File: src/rtl/pipeline_pkg.sv
// Shared pipeline types and constants used by the hazard/stall logic.
package pipeline_pkg;

  // Architectural register index (x0..x31)
  typedef logic [4:0] reg_idx_t;

  // Hard-wired zero register; never a real destination
  localparam reg_idx_t REG_X0 = 5'd0;

  // Default depth of the mul/div result pipeline
  localparam int DEFAULT_MAX_OUTSTANDING = 2;

  // Width of the in-flight counter (holds 0..7)
  localparam int OUTST_W = 3;

endpackage : pipeline_pkg

File: src/rtl/hazard_stall_unit_scoreboard.sv
// Register scoreboard for multi-cycle (mul/div) destinations.
// Tracks which registers await a result and how many results are in flight.
module reg_scoreboard
  import pipeline_pkg::*;
(
  input  logic               clk,
  input  logic               rst,
  input  logic               i_issue,      // a mul/div instruction issues this cycle
  input  logic               i_set_en,     // issuing instruction writes a real Rd
  input  reg_idx_t           i_set_rd,
  input  logic               i_clr_valid,  // a mul/div result writes back this cycle
  input  reg_idx_t           i_clr_rd,
  output logic [31:0]        o_pending,
  output logic [OUTST_W-1:0] o_outstanding
);

  logic [31:0]        r_pending;
  logic [31:0]        w_pending_next;
  logic [OUTST_W-1:0] r_outstanding;
  logic               w_clr_en;

  // Writeback to x0 frees a slot but has no scoreboard bit to clear
  assign w_clr_en = i_clr_valid && (i_clr_rd != REG_X0);

  // Per-bit next state: set has priority over clear, x0 is never pending
  genvar gi;
  generate
    for (gi = 0; gi < 32; gi++) begin : g_bit
      if (gi == 0) begin : g_x0
        assign w_pending_next[gi] = 1'b0;
      end else begin : g_xn
        assign w_pending_next[gi] =
          (i_set_en && (i_set_rd == reg_idx_t'(gi))) ? 1'b1 :
          (w_clr_en && (i_clr_rd == reg_idx_t'(gi))) ? 1'b0 :
          r_pending[gi];
      end
    end
  endgenerate

  // Pending-bit register
  always_ff @(posedge clk or posedge rst) begin
    if (rst) begin
      r_pending <= '0;
    end else begin
      r_pending <= w_pending_next;
    end
  end

  // In-flight counter: issue and completion in the same cycle cancel out
  always_ff @(posedge clk or posedge rst) begin
    if (rst) begin
      r_outstanding <= '0;
    end else begin
      case ({i_issue, i_clr_valid})
        2'b10:   r_outstanding <= r_outstanding + OUTST_W'(1);
        2'b01:   r_outstanding <= r_outstanding - OUTST_W'(1);
        default: r_outstanding <= r_outstanding;
      endcase
    end
  end

  assign o_pending     = r_pending;
  assign o_outstanding = r_outstanding;

  // A writeback needs something in flight to complete
  a_wb_needs_outstanding: assert property (
    @(posedge clk) disable iff (rst) i_clr_valid |-> (r_outstanding != '0));

  // A writeback to a real register must match a pending destination
  a_wb_needs_pending: assert property (
    @(posedge clk) disable iff (rst) w_clr_en |-> r_pending[i_clr_rd]);

endmodule : reg_scoreboard

File: src/rtl/hazard_stall_unit.sv
// Decode-stage hazard detection: stalls IF/ID and bubbles ID/EX for
// load-use and mul/div scoreboard hazards the forwarding paths cannot cover.
module hazard_stall_unit
  import pipeline_pkg::*;
#(
  parameter int MAX_OUTSTANDING = DEFAULT_MAX_OUTSTANDING,
  parameter int CNT_W           = 32
) (
  input  logic               clk,
  input  logic               rst,
  input  logic               ID_valid,
  input  reg_idx_t           ID_Rs1,
  input  reg_idx_t           ID_Rs2,
  input  logic               ID_uses_rs1,
  input  logic               ID_uses_rs2,
  input  logic               ID_is_store,
  input  reg_idx_t           ID_Rd,
  input  logic               ID_RegWrite,
  input  logic               ID_is_multicycle,
  input  logic               EX_MemRead,
  input  reg_idx_t           EX_Rd,
  input  logic               branch_flush,
  input  logic               mc_wb_valid,
  input  reg_idx_t           mc_wb_Rd,
  output logic               stall,
  output logic               bubble,
  output logic               mc_issue,
  output logic [31:0]        pending,
  output logic [OUTST_W-1:0] outstanding,
  output logic [CNT_W-1:0]   stall_count
);

  localparam logic [OUTST_W-1:0] MAX_CNT = OUTST_W'(MAX_OUTSTANDING);

  logic             w_load_use;
  logic             w_raw;
  logic             w_waw;
  logic             w_struct;
  logic             w_hazard;
  logic             w_stall;
  logic             w_issue;
  logic             w_set_en;
  logic [CNT_W-1:0] r_stall_count;

  // Load data reaches MEM->EX forwarding one cycle too late for a consumer in ID;
  // store data (Rs2) is picked up later by the MEM-stage forward, so it never stalls.
  assign w_load_use = EX_MemRead && (EX_Rd != REG_X0) &&
                      ((ID_uses_rs1 && (ID_Rs1 == EX_Rd)) ||
                       (ID_uses_rs2 && (ID_Rs2 == EX_Rd) && !ID_is_store));

  // Reading a register still owned by mul/div (completion is not bypassed)
  assign w_raw = (ID_uses_rs1 && (ID_Rs1 != REG_X0) && pending[ID_Rs1]) ||
                 (ID_uses_rs2 && (ID_Rs2 != REG_X0) && pending[ID_Rs2]);

  // Overwriting a register a mul/div result will later land in
  assign w_waw = ID_RegWrite && (ID_Rd != REG_X0) && pending[ID_Rd];

  // Mul/div unit has no free result slot
  assign w_struct = ID_is_multicycle && (outstanding == MAX_CNT);

  assign w_hazard = ID_valid && (w_load_use || w_raw || w_waw || w_struct);

  // A flushed ID instruction is dead, so it never needs to wait
  assign w_stall  = w_hazard && !branch_flush && !rst;
  assign w_issue  = ID_valid && ID_is_multicycle && !w_stall && !branch_flush && !rst;
  assign w_set_en = w_issue && ID_RegWrite && (ID_Rd != REG_X0);

  assign stall    = w_stall;
  assign bubble   = w_stall;
  assign mc_issue = w_issue;

  reg_scoreboard u_scoreboard (
    .clk           (clk),
    .rst           (rst),
    .i_issue       (w_issue),
    .i_set_en      (w_set_en),
    .i_set_rd      (ID_Rd),
    .i_clr_valid   (mc_wb_valid),
    .i_clr_rd      (mc_wb_Rd),
    .o_pending     (pending),
    .o_outstanding (outstanding)
  );

  // Saturating count of stalled cycles
  always_ff @(posedge clk or posedge rst) begin
    if (rst) begin
      r_stall_count <= '0;
    end else if (w_stall && (r_stall_count != {CNT_W{1'b1}})) begin
      r_stall_count <= r_stall_count + CNT_W'(1);
    end
  end

  assign stall_count = r_stall_count;

endmodule : hazard_stall_unit
File: config.mk
export PLATFORM = sky130hd
export DESIGN_NAME = hazard_stall_unit
export DESIGN_NICKNAME = d
export VERILOG_FILES = /design/src/rtl/pipeline_pkg.sv /design/src/rtl/hazard_stall_unit_scoreboard.sv /design/src/rtl/hazard_stall_unit.sv
export SDC_FILE = /design/constraint.sdc
export NUM_CORES = 1
export LEC_CHECK = 0
export ABC_CLOCK_PERIOD_IN_PS = 2700
export CAP_MARGIN = 20
export CORE_ASPECT_RATIO = 1.1
export CORE_MARGIN = 3
export CORE_UTILIZATION = 50
export DETAILED_ROUTE_END_ITERATION = 10
export PLACE_DENSITY_LB_ADDON = 0.25
export SYNTH_ARGS = -nofsm -noshare
export SYNTH_HDL_FRONTEND = slang
export SYNTH_HIERARCHICAL = 1
export SYNTH_SLANG_ARGS = --single-unit
export TNS_END_PERCENT = 50
File: constraint.sdc
create_clock -name clk -period 2.7 [get_ports clk]
set_input_delay 0.27 -clock clk [delete_from_list [all_inputs] [get_ports clk]]
set_output_delay 0.27 -clock clk [all_outputs]
set_load 0.05 [all_outputs]
Word level (Yosys, flattened, before mapping)
Cells that the tools add are included.
Widths: inputs -> output; s select.
{ "word_totals": {"output_inout_bits": 70, "regBits": 66, "inputBits": 36, "elab_cells": 307} }
{ "classes": {"reduce_logical": 131, "eq_ne": 68, "n_addsub": 3, "mux": 69, "order_cmp": 3} }
{ "ops": {"columns": ["operator", "n"], "rows": [
  ["$eq 5x5->1 const B", 32],
  ["$logic_and 1x1->1", 85],
  ["$eq 5x4->1 const B", 16],
  ["$mux 1", 65],
  ["$reduce_bool 2->1", 32],
  ["$eq 5x3->1 const B", 8],
  ["$add 32x1->32 const B", 1],
  ["$ne 32x32->1 const B", 1],
  ["$reduce_bool 5->1", 5],
  ["$eq 5x2->1 const B", 4],
  ["$lt 5x6->1 const B", 3],
  ["$bmux 1 s5", 3],
  ["$eq 5x1->1 const B", 2],
  ["$eq 5x5->1", 2],
  ["$pmux 3 s2", 1],
  ["$logic_or 1x1->1", 5],
  ["$logic_not 1->1", 4],
  ["$add 3x1->3 const B", 1],
  ["$eq 3x2->1 const B", 1],
  ["$sub 3x1->3 const B", 1],
  ["$eq 2x1->1 const B", 1],
  ["$eq 2x2->1 const B", 1]
]} }

Depth between registers and ports, before layout
{ "logic_depth": {"ltp_word": 19, "depth_mapped": 14} }

Cells and area by module
The synthesis kept the hierarchy.
{ "by_module_without_submodules": {"columns": ["module", "cells_each", "instances", "area_each_um2"], "rows": [
  ["hazard_stall_unit", 246, 1, 2746.4],
  ["reg_scoreboard", 149, 1, 1521.5]
]} }

Worst setup path before layout
OpenSTA, ideal clock, no wires.
{ "synth_path": {"path_kind": "flip-flop to flip-flop", "from": "register u_scoreboard.r_pending[23], in the netlist u_scoreboard/o_pending[23]", "to": "register u_scoreboard.r_outstanding[2], in the netlist u_scoreboard/o_outstanding[2]", "arrival_ps": 3317, "path_slack_ps": -761, "path_stages_with_launch": 14, "t_required_ps": 2556, "cell_sequence": "dfrtp_1 > mux4_2 > mux2i_1 > o2111ai_1 > a22oi_2 > nand3_1 > nor2_1 > inv_1 > ha_1 > inv_1 > fa_1 > xor2_1 > nor2_1 > xor2_1"} }
{ "synth_between": {"elab_chain_len": 16, "word_cells_on_any_way": 24} }
{ "synth_rtl": {"columns": ["item", "line", "text"], "rows": [
  ["from (decl)", "hazard_stall_unit_scoreboard.sv:17", "logic [31:0] r_pending;"],
  ["from (signal assigned)", "hazard_stall_unit_scoreboard.sv:45", "r_pending <= w_pending_next;"],
  ["$bmux 1 s5, on equally long branches", "hazard_stall_unit.sv:52, hazard_stall_unit.sv:53", null],
  ["$mux 1, on equally long branches", "hazard_stall_unit.sv:52, hazard_stall_unit.sv:53", null],
  ["$logic_and 1x1->1, on equally long branches", "hazard_stall_unit.sv:52, hazard_stall_unit.sv:53", null],
  ["$logic_or 1x1->1", "hazard_stall_unit.sv:52", "assign w_raw = (ID_uses_rs1 && (ID_Rs1 != REG_X0) && pending[ID_Rs1]) ||"],
  ["$logic_or 1x1->1", "hazard_stall_unit.sv:61", "assign w_hazard = ID_valid && (w_load_use || w_raw || w_waw || w_struct);"],
  ["$logic_or 1x1->1 * (2 in series)", "hazard_stall_unit.sv:61", null],
  ["$logic_and 1x1->1 *", "hazard_stall_unit.sv:61", null],
  ["$logic_and 1x1->1 * (2 in series)", "hazard_stall_unit.sv:64", "assign w_stall = w_hazard && !branch_flush && !rst;"],
  ["$logic_not 1->1 *", "hazard_stall_unit.sv:65", "assign w_issue = ID_valid && ID_is_multicycle && !w_stall && !branch_flush && !rst;"],
  ["$logic_and 1x1->1 * (3 in series)", "hazard_stall_unit.sv:65", null],
  ["net mc_issue", "hazard_stall_unit.sv:27", "output logic mc_issue,"],
  ["$eq 2x1->1 / $eq 2x2->1 (equally long branches)", "hazard_stall_unit_scoreboard.sv:54", "case ({i_issue, i_clr_valid})"],
  ["$pmux 3 s2 / $reduce_bool 2->1 (equally long branches)", null, null],
  ["to (signal assigned)", "hazard_stall_unit_scoreboard.sv:55", "2'b10: r_outstanding <= r_outstanding + OUTST_W'(1);"],
  ["to (signal assigned)", "hazard_stall_unit_scoreboard.sv:56", "2'b01: r_outstanding <= r_outstanding - OUTST_W'(1);"],
  ["to (signal assigned)", "hazard_stall_unit_scoreboard.sv:57", "default: r_outstanding <= r_outstanding;"],
  ["to (decl)", "hazard_stall_unit_scoreboard.sv:19", "logic [OUTST_W-1:0] r_outstanding;"]
]} }
The timed path passes the listed nets; every way through them passes the cells marked *. The select of a mux whose other input is x is not followed.
A chain may end at the register's enable or synchronous reset.

Worst setup path after layout
{ "layout_path": {"from": "register u_scoreboard.r_pending[31], in the netlist u_scoreboard/o_pending[31]", "to": "register u_scoreboard.r_outstanding[2], in the netlist u_scoreboard/o_outstanding[2]"} }
{ "layout_between": {"elab_chain_len": 16, "word_cells_on_any_way": 24} }
{ "layout_rtl": {"columns": ["item", "line"], "rows": [
  ["$bmux 1 s5, on equally long branches", "hazard_stall_unit.sv:52, hazard_stall_unit.sv:53"],
  ["$mux 1, on equally long branches", "hazard_stall_unit.sv:52, hazard_stall_unit.sv:53"],
  ["$logic_and 1x1->1, on equally long branches", "hazard_stall_unit.sv:52, hazard_stall_unit.sv:53"],
  ["$logic_or 1x1->1", "hazard_stall_unit.sv:52"],
  ["$logic_or 1x1->1", "hazard_stall_unit.sv:61"],
  ["$logic_or 1x1->1 * (2 in series)", "hazard_stall_unit.sv:61"],
  ["$logic_and 1x1->1 *", "hazard_stall_unit.sv:61"],
  ["$logic_and 1x1->1 * (2 in series)", "hazard_stall_unit.sv:64"],
  ["$logic_not 1->1 *", "hazard_stall_unit.sv:65"],
  ["$logic_and 1x1->1 * (3 in series)", "hazard_stall_unit.sv:65"],
  ["$eq 2x1->1 / $eq 2x2->1 (equally long branches)", "hazard_stall_unit_scoreboard.sv:54"],
  ["$pmux 3 s2 / $reduce_bool 2->1 (equally long branches)", null]
]} }
Every way passes the cells marked *; elsewhere a longest branch is shown, timed or not. The select of a mux whose other input is x is not followed.

==> summary.md <==
| Metric | Value |
|---|---|
| Outcome | `finished, violations left` |
| Failing checks | `setup timing` |
| Min Clock Period, post-route | `2.705 ns` |
| Crit end category | `register` |
| WL/cell | `20.05 um` |
| R2R cell count | `13` |
| Synth cell types | `50` |
| Core ar. | `0.008125 mm^2` |
| Initial drt markers | `252` |
| Crit-path cells | `mux4_2 -> nand3_1 -> o2111ai_1 -> a22oi_2 -> nand3_2 -> nor2_4 -> inv_2 -> ha_4 -> inv_2 -> fa_2 -> xor2_1 -> nor2_1 -> xor2_1` |
| Clock root buffer | `clkbuf_8` |
| Post-Syn Area per Cell | `10.80 um^2` |
| Clock latency on the worst-skew pair | `0.35 ns` |
| PnR worst setup slack | `-0.004565 ns` |
| IO Pins | `106` |
| Startpoint Class | `register` |
| Max Cap Viol | `0` |
| FF+latch count, synth | `66` |
| Pleak | `2.383 nW` |
| Die area | `0.009682 mm^2` |
| Synth Net Count | `434` |
| Clock sink total | `66` |
| Post-Syn Instances | `395` |
| Most frequent cells after synthesis | `dfrtp_1, xnor2_1, o21ai_0` |
| # hold bufs at CTS | `0` |
| Worst Hold Class | `input pin to async pin` |
| Chip height | `102.9 um` |
| WP data required | `2.93 ns` |
| RSZ-0062 raised after global routing | `true` |
| Final WL | `13.17 mm` |
| Critical setup path kind | `register to register` |
| Crit-path max cell delay | `0.50 ns` |
| Slew Limit Headroom | `0.6050` |
| # H-tree levels | `3` |
| Final HPWL DP | `9.615 mm` |
| Largest net degree at the start of global routing | `35` |
| Synth top area share | `0.3870` |
| DR vias | `4050` |
| Critical Path Fanout Max | `5` |
| Cell taking the most area after synthesis | `dfrtp_1` |
| Global Route Usage Sum | `0.2831` |
| Global-route wire length before repair | `21.15 mm` |
| R2r endpoint | `u_scoreboard/o_outstanding[2]` |
| Layout Skew | `0.01630 ns` |
| Initial antenna violation count | `0` |
| I/O Buffers | `104` |
| DRC Markers | `0` |
| Synth Flop Type | `dfrtp_1` |
| Post-synth ARST share | `1.000` |
| Number of diodes | `0` |
| Pwr Density | `460.8 mW/mm^2` |
| Worst hold margin | `0.3688 ns` |
| Leading cell type by number of instances after synthesis | `dfrtp_1` |
| Top cells by area, synth | `dfrtp_1, xnor2_1, mux4_2` |
| Initial core utilization | `0.5253` |
| YS warnings | `6` |
| Buffers & Inverters on Critical Path | `2` |
| Final non-filler cell total | `657` |
| Inserted Clock Buffers | `9` |
| CTS max path bufs | `2` |
| Reg-to-reg startpoint | `u_scoreboard/o_pending[31]` |
| Post-route ant nets | `0` |
| Vias in the first global route | `4134` |
| Post-synth EDFFs | `0` |
| DR pass1 iterations | `7` |
| CTS tree | `built` |
| FP Rows | `34` |
| R2R Setup Slk | `-0.005 ns` |
| Register area share after synthesis | `0.3870` |
| Fmax | `369.7 MHz` |
| Die W | `94.09 um` |
| Nets | `584` |
| Grt total ovfl | `0` |
| Slowest cell on crit path | `mux4_2` |
| Crit path launch | `u_scoreboard/o_pending[31]` |
| Post-DR vias/cell | `6.164` |
| Worst path arrival time | `2.93 ns` |
| Measured slew at the worst slew-check pin | `0.5926 ns` |
| Share of layout cells above drive strength 1 | `0.2805` |
| Post-Syn Area | `0.004268 mm^2` |
| Placed cells | `632` |
| Final RePlAce weighted congestion | `0.9187` |
| Final setup viols | `1` |
| Max VDD drop | `300.0 uV` |
| Final worst path period share | `1.002` |
| Hold Violations, Final | `0` |
| CTS clk-pin slew, worst paths | `0.08 ns` |
| Max Slew Vio Count | `0` |
| Area Growth Syn to Fin | `42.74%` |
| Worst path top cell family by delay | `multiplexers` |
## flip-flops by register name, indices dropped and copies added (netlist names)
name                        flops
stall_count                    32
u_scoreboard/o_pending         31
u_scoreboard/o_outstanding      3
## where the power goes
group / internal [W] / switching [W] / total, W
combinational: 0.000353 / 0.000486 / 0.000839
sequential: 0.00105 / 0.0000768 / 0.00113
clock: 0.000469 / 0.000369 / 0.000838
## cell usage in the layout (no fill, tap or decap), types with 3 or more instances in the layout
cell type        instances
or2_2                    3
o21ai_2                  3
mux2_2                   5
and4_1                   4
nand4b_1                 6
nand2_1                 13
nor3_1                   6
xnor2_1                 42
dlygate4sd2_1            5
nand4bb_1                3
clkbuf_8                11
and3_1                  13
nand2b_1                 9
dfrtp_1                 35
nor2_1                   9
clkdlybuf4s50_1         96
nand3_1                 23
buf_6                    4
mux2i_1                  7
dfrtp_2                 31
nand4_1                 22
buf_4                   45
inv_1                    7
nand3b_1                12
o21ai_1                 39
buf_12                   6
mux4_2                  20
o21ai_0                 21
## cell families (layout without fill, tap and decap cells)
family	count (synthesis)	count (layout)	share of synthesized area
compound gates	77	77	0.1067
xor+xnor	44	44	0.09030
fa+ha+maj	3	3	0.01055
buf+inv	28	182	0.04691
flops	66	66	0.3870
mux	34	34	0.1510
other cells	1	1	0.0008787
simple gates	142	142	0.2067
## worst max-delay path by stage
stage,slack [ns],depth (start not counted),endpoint
detailed placement,-0.58,13,u_scoreboard/o_pending[14]
floorplan,-0.19,13,u_scoreboard/o_outstanding[2]
global route,-0.14,13,u_scoreboard/o_outstanding[2]
global placement,-0.40,13,u_scoreboard/o_pending[7]
finish,-0.005,13,u_scoreboard/o_outstanding[2]
CTS,0.003,13,u_scoreboard/o_outstanding[2]
## worst min-delay path: stages
cell and delay (ns):
clkdlybuf4s50_1 0.43, inv_1 0.06, buf_4 0.38
## cell type report
cell class                 count  area (um^2)
clock buffer                  12        155.1
clock inverter                 3        40.04
fill                         548         2033
inverter                       9        33.78
multi-input combinational    301         2465
sequential                    66         1690
tap                          108        135.1
timing repair buffer         158         1573
## repair_timing
| item | in CTS | in global routing |
|---|---|---|
| endpoints found under the hold margin | 0 | 0 |
| resized for setup | 23 | 14 |
| pin swaps | 12 | 16 |
| setup endpoints to repair | 21 | 30 |
| buffers inserted | 4 | 5 |
| cloned | 2 | 0 |
## layer usage
layer	global-route usage	routed length, um	vias to the layer above
met3	0.05255	962	36
li1	-	-	1795
met1	0.3343	4791	1996
met4	0.1089	348	0
met5	0	0	-
met2	0.5117	7070	223
## stage by stage
step | utilization | setup WS (ns) | area (um^2) | total power, W | TNS, ns
floorplan | - | -0.1885 | 4318 | 0.001633 | -0.3319
global placement | 0.7047 | -0.3994 | 5725 | 0.001930 | -9.230
detailed placement | 0.7047 | -0.5788 | 5725 | 0.001950 | -15.82
CTS | 0.7419 | 0.002705 | 6028 | 0.002810 | 0
global route | 0.7498 | -0.1385 | 6092 | 0.002928 | -1.141
finish | 0.7498 | -0.004565 | 6092 | 0.002807 | -0.004565
No activity file was read; power rests on OpenSTA's default activity.
